<file path="src/rtl/gpr_wb_arbiter_pkg.sv">
// Shared writeback-path definitions: GPR write-data select codes, grant
// source encodings and arbiter state/record types.
package gpr_wb_arbiter_pkg;

    localparam int GPR_AW = 5;
    localparam int GPR_SW = 3;

    // Select codes for the GPR write-data multiplexer
    localparam logic [GPR_SW-1:0] GPR_W_SEL_ALU = 3'd0;
    localparam logic [GPR_SW-1:0] GPR_W_SEL_MEM = 3'd1;
    localparam logic [GPR_SW-1:0] GPR_W_SEL_MUL = 3'd2;
    localparam logic [GPR_SW-1:0] GPR_W_SEL_PC  = 3'd3;
    localparam logic [GPR_SW-1:0] GPR_W_SEL_CSR = 3'd4;

    // Source of the write currently on the GPR port
    localparam logic [1:0] GSRC_NONE = 2'd0;
    localparam logic [1:0] GSRC_PIPE = 2'd1;
    localparam logic [1:0] GSRC_MUL  = 2'd2;
    localparam logic [1:0] GSRC_MEM  = 2'd3;

    typedef enum logic {
        ST_NORMAL = 1'b0,
        ST_FORCE  = 1'b1
    } arb_state_e;

    // One GPR port write as launched into the output register
    typedef struct packed {
        logic              wen;
        logic [GPR_AW-1:0] waddr;
        logic [GPR_SW-1:0] sel;
        logic [1:0]        src;
    } gpr_wr_t;

    localparam gpr_wr_t GPR_WR_IDLE = '{wen: 1'b0, waddr: '0, sel: GPR_W_SEL_ALU, src: GSRC_NONE};

endpackage

</file>
<file path="src/rtl/gpr_wb_arbiter_rr_arb2.sv">
// Two-requester round-robin arbiter. A lone requester always wins; on a tie
// the pointer decides. The pointer moves past the winner when upd is high.
module rr_arb2 (
    input  logic       clk,
    input  logic       rst_n,
    input  logic [1:0] req,
    input  logic       upd,
    output logic [1:0] gnt
);

    // ptr = 0 prefers req[0], ptr = 1 prefers req[1]
    logic ptr;

    // Tie broken by the pointer, otherwise pass the single request through
    always_comb begin
        gnt = req;
        if (req == 2'b11)
            gnt = ptr ? 2'b10 : 2'b01;
    end

    // Hand priority to the other requester once a grant actually completes
    always_ff @(posedge clk or negedge rst_n) begin
        if (!rst_n)
            ptr <= 1'b0;
        else if (upd && (gnt != 2'b00))
            ptr <= gnt[0];
    end

endmodule

</file>
<file path="src/rtl/gpr_wb_arbiter.sv">
// GPR write-port scheduler: the pipeline writeback has priority, the
// multiplier and load completions share leftover slots round-robin, and a
// starvation counter forces a one-cycle pipeline stall so async results drain.
module gpr_wb_arbiter
    import gpr_wb_arbiter_pkg::*;
#(
    parameter int STARVE_LIMIT = 4
) (
    input  logic              i_clk,
    input  logic              i_rst_n,
    input  logic              i_pipe_wen,
    input  logic [GPR_AW-1:0] i_pipe_waddr,
    input  logic [GPR_SW-1:0] i_pipe_wdata_sel,
    output logic              o_pipe_stall,
    input  logic              i_mul_valid,
    input  logic [GPR_AW-1:0] i_mul_waddr,
    output logic              o_mul_ready,
    input  logic              i_mem_valid,
    input  logic [GPR_AW-1:0] i_mem_waddr,
    output logic              o_mem_ready,
    output logic              o_gpr_wen,
    output logic [GPR_AW-1:0] o_gpr_waddr,
    output logic [GPR_SW-1:0] o_gpr_wdata_sel,
    output logic [1:0]        o_grant_src
);

    localparam logic [3:0] LIMIT = 4'(STARVE_LIMIT);

    arb_state_e state;
    logic [3:0] starve_cnt;
    logic [3:0] starve_cnt_inc;
    logic       in_force;
    logic       async_ok;
    logic       pipe_gnt;
    logic       mul_gnt;
    logic       mem_gnt;
    logic       starve_inc;
    logic       starve_hit;
    logic [1:0] rr_gnt;
    gpr_wr_t    wr_nxt;

    assign in_force = (state == ST_FORCE);
    // Async sources may write when the pipe is idle or is being held off
    assign async_ok = in_force | ~i_pipe_wen;
    assign pipe_gnt = ~in_force & i_pipe_wen;

    rr_arb2 u_rr (
        .clk   (i_clk),
        .rst_n (i_rst_n),
        .req   ({i_mem_valid, i_mul_valid}),
        .upd   (async_ok),
        .gnt   (rr_gnt)
    );

    assign mul_gnt = async_ok & rr_gnt[0];
    assign mem_gnt = async_ok & rr_gnt[1];

    // Readies are masked during reset so no handshake completes while the
    // grant register is being cleared
    assign o_mul_ready  = mul_gnt & i_rst_n;
    assign o_mem_ready  = mem_gnt & i_rst_n;
    assign o_pipe_stall = in_force;

    // An async request losing to the pipe counts toward a forced stall
    assign starve_inc     = ~in_force & (i_mul_valid | i_mem_valid) & i_pipe_wen;
    assign starve_cnt_inc = starve_cnt + 4'd1;
    assign starve_hit     = starve_inc & (starve_cnt_inc >= LIMIT);

    // Build the write record for the winner; r0 writes complete but never enable
    always_comb begin
        wr_nxt = GPR_WR_IDLE;
        if (pipe_gnt) begin
            wr_nxt.waddr = i_pipe_waddr;
            wr_nxt.sel   = i_pipe_wdata_sel;
            wr_nxt.src   = GSRC_PIPE;
        end else if (mul_gnt) begin
            wr_nxt.waddr = i_mul_waddr;
            wr_nxt.sel   = GPR_W_SEL_MUL;
            wr_nxt.src   = GSRC_MUL;
        end else if (mem_gnt) begin
            wr_nxt.waddr = i_mem_waddr;
            wr_nxt.sel   = GPR_W_SEL_MEM;
            wr_nxt.src   = GSRC_MEM;
        end
        wr_nxt.wen = (wr_nxt.src != GSRC_NONE) && (wr_nxt.waddr != '0);
    end

    // State, starvation counter and registered GPR port outputs
    always_ff @(posedge i_clk or negedge i_rst_n) begin
        if (!i_rst_n) begin
            state           <= ST_NORMAL;
            starve_cnt      <= '0;
            o_gpr_wen       <= 1'b0;
            o_gpr_waddr     <= '0;
            o_gpr_wdata_sel <= GPR_W_SEL_ALU;
            o_grant_src     <= GSRC_NONE;
        end else begin
            o_gpr_wen       <= wr_nxt.wen;
            o_gpr_waddr     <= wr_nxt.waddr;
            o_gpr_wdata_sel <= wr_nxt.sel;
            o_grant_src     <= wr_nxt.src;
            case (state)
                ST_NORMAL: begin
                    if (starve_hit) begin
                        state      <= ST_FORCE;
                        starve_cnt <= '0;
                    end else if (starve_inc) begin
                        starve_cnt <= (starve_cnt_inc > LIMIT) ? LIMIT : starve_cnt_inc;
                    end else begin
                        // async grant taken or nothing async pending
                        starve_cnt <= '0;
                    end
                end
                default: begin
                    state      <= ST_NORMAL;
                    starve_cnt <= '0;
                end
            endcase
        end
    end

endmodule

</file>
<file path="config.mk">
export PLATFORM = sky130hd
export DESIGN_NAME = gpr_wb_arbiter
export DESIGN_NICKNAME = d
export VERILOG_FILES = /design/src/rtl/gpr_wb_arbiter_pkg.sv /design/src/rtl/gpr_wb_arbiter_rr_arb2.sv /design/src/rtl/gpr_wb_arbiter.sv
export SDC_FILE = /design/constraint.sdc
export NUM_CORES = 1
export LEC_CHECK = 0
export ABC_AREA = 1
export CAP_MARGIN = 20
export CORE_MARGIN = 1.5
export CORE_UTILIZATION = 42
export DETAILED_ROUTE_END_ITERATION = 8
export GPL_TIMING_DRIVEN = 0
export PLACE_DENSITY = 0.91
export SETUP_SLACK_MARGIN = 0.1
export SYNTH_ARGS = -nofsm -noshare
export SYNTH_HDL_FRONTEND = slang
export SYNTH_HIERARCHICAL = 1
export SYNTH_SLANG_ARGS = --single-unit
</file>
<file path="constraint.sdc">
create_clock -name i_clk -period 2.51 [get_ports i_clk]
set_input_delay 0.3765 -clock i_clk [delete_from_list [all_inputs] [get_ports i_clk]]
set_output_delay 0.3765 -clock i_clk [all_outputs]
set_load 0.02 [all_outputs]
</file>
==> run_results.csv <==
group,metric,value,unit
run_status,status,"completed",
clock_tree,clkTransAtPathRegs,0.10,ns
critical_path,worstSetupPathType,"in -> out",
layout,layout_common_cells,"34 x clkdlybuf4s50_1, 21 x nand2_1, 17 x dfrtp_1",
clock_tree,clk_latency,0.29,ns
layout,final_common_cell,"clkdlybuf4s50_1",
synth,netlist_area,773,sq um
synth,ys_ff_latch,17,
placement,place_ws,-0.462,ns
floorplanning,die_h,45.9,um
routing,wire_per_inst,11.9,um
routing,drt_pass1_iterations,4,
pwr,seq_power_share,0.476,
clock_tree,cts_buffers,3,
synth,synth_compound_area_frac,0.0259,
critical_path,cp_max_fo,5,
synth,synth.area.mux_share,0,
routing,vias,715,
job,drv_cap,0,
layout,final_core_util,0.706,
clock_tree,clkSinkCount,17,
global_route,grt_first_pass_wirelength,2830,um
pwr,p_leak,0.610,nW
clock_tree,cts_root_buf,"clkbuf_4",
global_route,met3_usage,0.0119,
timing,slew_headroom,0.504,
routing,drc,0,
timing,worst_slack,0.0842,ns
critical_path,end_kind,"output pin",
critical_path,worstPathArrival,2.05,ns
floorplanning,fp.dieW,45.9,um
global_route,grt_use_met1,0.228,
placement,globalplace.congestion,0.697,
routing,antenna_left,0,
layout,final_nets,153,
timing,tightest_slew,0.744,ns
pwr,combPwrFrac,0.305,
floorplanning,die_area,2110,sq um
timing,setup_viol,0,
clock_tree,tritoncts,"built",
timing,fmax,412,MHz
timing,rsz0062_at_grt,"yes",
pwr,intPower,460,uW
global_route,grt_max_degree,19,
synth,synth_area_per_cell,9.10,sq um
routing,routed_wl,1810,um
hold_path,hold_path_class,"in -> async",
timing,slew_viol_final,0,
synth,yosysWarnings,6,
pwr,p_per_area,540,nW/um^2
timing,fin_crit_sh,0.966,
timing,finalHoldViolations,0,
routing,drtIter0Drc,13,
synth,synth-xor-area-share,0.0113,
synth,synthSimpleGateAreaFrac,0.307,
synth,synthCells,85,
synth,synthAdderAreaFrac,0.0324,
layout,syn2layout_area_growth,57.6,%
floorplanning,start_util,0.448,
placement,hpwl,1470,um
synth,synth_seq_area_share,0.550,
placement,port_buffers,36,
pwr,ir_drop,0.000355,V
clock_tree,htreeDepth,1,
global_route,use_met2,0.347,
timing,skew,0.00996,ns
pwr,p_sw,199,uW
synth,synth.distinct_cells,19,
clock_tree,cts_hold_buffers,0,
floorplanning,rows,15,
layout,diodes,0,
floorplanning,pin_count,37,
critical_path,cp.required,2.13,ns
layout,layout-drive-gt1-share,0.118,
floorplanning,core,1730,sq um
synth,synth_top_family_by_area,"simple AND/OR/NAND/NOR gates",
pwr,p_sw_frac,0.302,
global_route,top_usage_layer,"met2",
clock_tree,cts_buffer_depth,2,
pwr,clock_power_share,0.218,
timing,min_period,2.43,ns
routing,via_per_inst,4.70,
global_route,antenna_found_initial,0,
global_route,track_usage,0.192,
layout,fill_cells,148,
critical_path,cp-start-kind,"input port",
global_route,overflow,0,
global_route,grt_pass1_vias,662,
cell usage after synthesis (all sizes together):
| library cell | count | area share |
|---|---|---|
| nand2 | 22 | 0.11 |
| dfrtp | 17 | 0.55 |
| nand3 | 12 | 0.10 |
| inv | 11 | 0.053 |
| nor2 | 9 | 0.047 |
| nand4 | 4 | 0.032 |
| a21boi | 2 | 0.019 |
| ha | 2 | 0.032 |
| buf | 1 | 0.015 |
| conb | 1 | 0.0048 |
| nor3 | 1 | 0.0065 |
| o21ai | 1 | 0.0065 |
| or2 | 1 | 0.0081 |
| xnor2 | 1 | 0.011 |
cells by family after synthesis:
kind of cell,Yosys count
simple gates,49
flops,17
buf+inv,12
compound gates,3
fa+ha+maj,2
xor+xnor,1
other cells,1
worst max-delay path, cell delays in order:
cell and delay (ns):
clkdlybuf4s50_1 0.59, a21boi_4 0.28, nand2_1 0.10, nor2_1 0.09
clkdlybuf4s50_1 0.61
power by group through the flow:
| stage | registers (mW) | logic [mW] | clock network [mW] |
|---|---|---|---|
| after floorplan | 0.344 | 0.0607 | 0 |
| after global placement | 0.316 | 0.186 | 0 |
| after detailed placement | 0.318 | 0.193 | 0 |
| after CTS | 0.313 | 0.194 | 0.151 |
| after global routing | 0.316 | 0.216 | 0.163 |
| final | 0.314 | 0.201 | 0.144 |
worst paths after layout:
path,depth (start not counted),to,startpoint,slack [ns]
max,5,o_mem_ready,i_mem_valid,0.08
min,1,o_gpr_wdata_sel[1]$_DFF_PN0_,i_rst_n,0.25
max reg2reg,6,o_gpr_wen$_DFF_PN0_,u_rr/ptr$_DFFE_PN0P_,1.20
min reg2reg,1,starve_cnt[0]$_DFF_PN0_,starve_cnt[0]$_DFF_PN0_,0.51
max in group asynchronous,1,o_gpr_waddr[0]$_DFF_PN0_,i_rst_n,1.78
min in group i_clk,1,starve_cnt[0]$_DFF_PN0_,starve_cnt[0]$_DFF_PN0_,0.51
what timing repair did:
action                                  4_1_cts  5_1_grt
setup buffers                                 0        1
endpoints found under the setup margin        2        2
hold endpoints to repair                      0        0
gates resized for setup                       5        4
metrics by stage:
| stage | area [sq um] | std cells | TNS (ns) | hold WS [ns] | power [mW] |
|---|---|---|---|---|---|
| 2_1_floorplan | 777 | 86 | 0 | 0.0809 | 0.405 |
| 3_3_place_gp | 1170 | 147 | -0.409 | 0.481 | 0.502 |
| 3_5_place_dp | 1170 | 147 | -0.594 | 0.496 | 0.511 |
| 4_1_cts | 1200 | 151 | 0 | 0.271 | 0.658 |
| 5_1_grt | 1220 | 152 | 0 | 0.315 | 0.695 |
| 6_report | 1220 | 152 | 0 | 0.251 | 0.658 |
final cells by class:
class / instances / area (sq um) / area share
timing repair buffer: 37 / 362 / 0.297
tap: 25 / 31.3 / 0.0257
clock buffer: 4 / 26.3 / 0.0216
sequential: 17 / 425 / 0.349
inverter: 11 / 41.3 / 0.0339
multi-input combinational: 57 / 322 / 0.264
buffer: 1 / 11.3 / 0.00924
registers in the layout, summed over array words and instances (netlist names):
name / count
o_pipe_stall: 1
o_gpr_wen: 1
o_gpr_waddr: 5
u_rr/ptr: 1
o_grant_src: 2
starve_cnt: 4
o_gpr_wdata_sel: 3
layer usage:
layer | routed length, um | up-vias
li1 | - | 353
met1 | 741 | 334
met2 | 999 | 28
met3 | 66 | 0
met4 | 0 | 0
met5 | 0 | -
(Power assumes the default switching activity.)
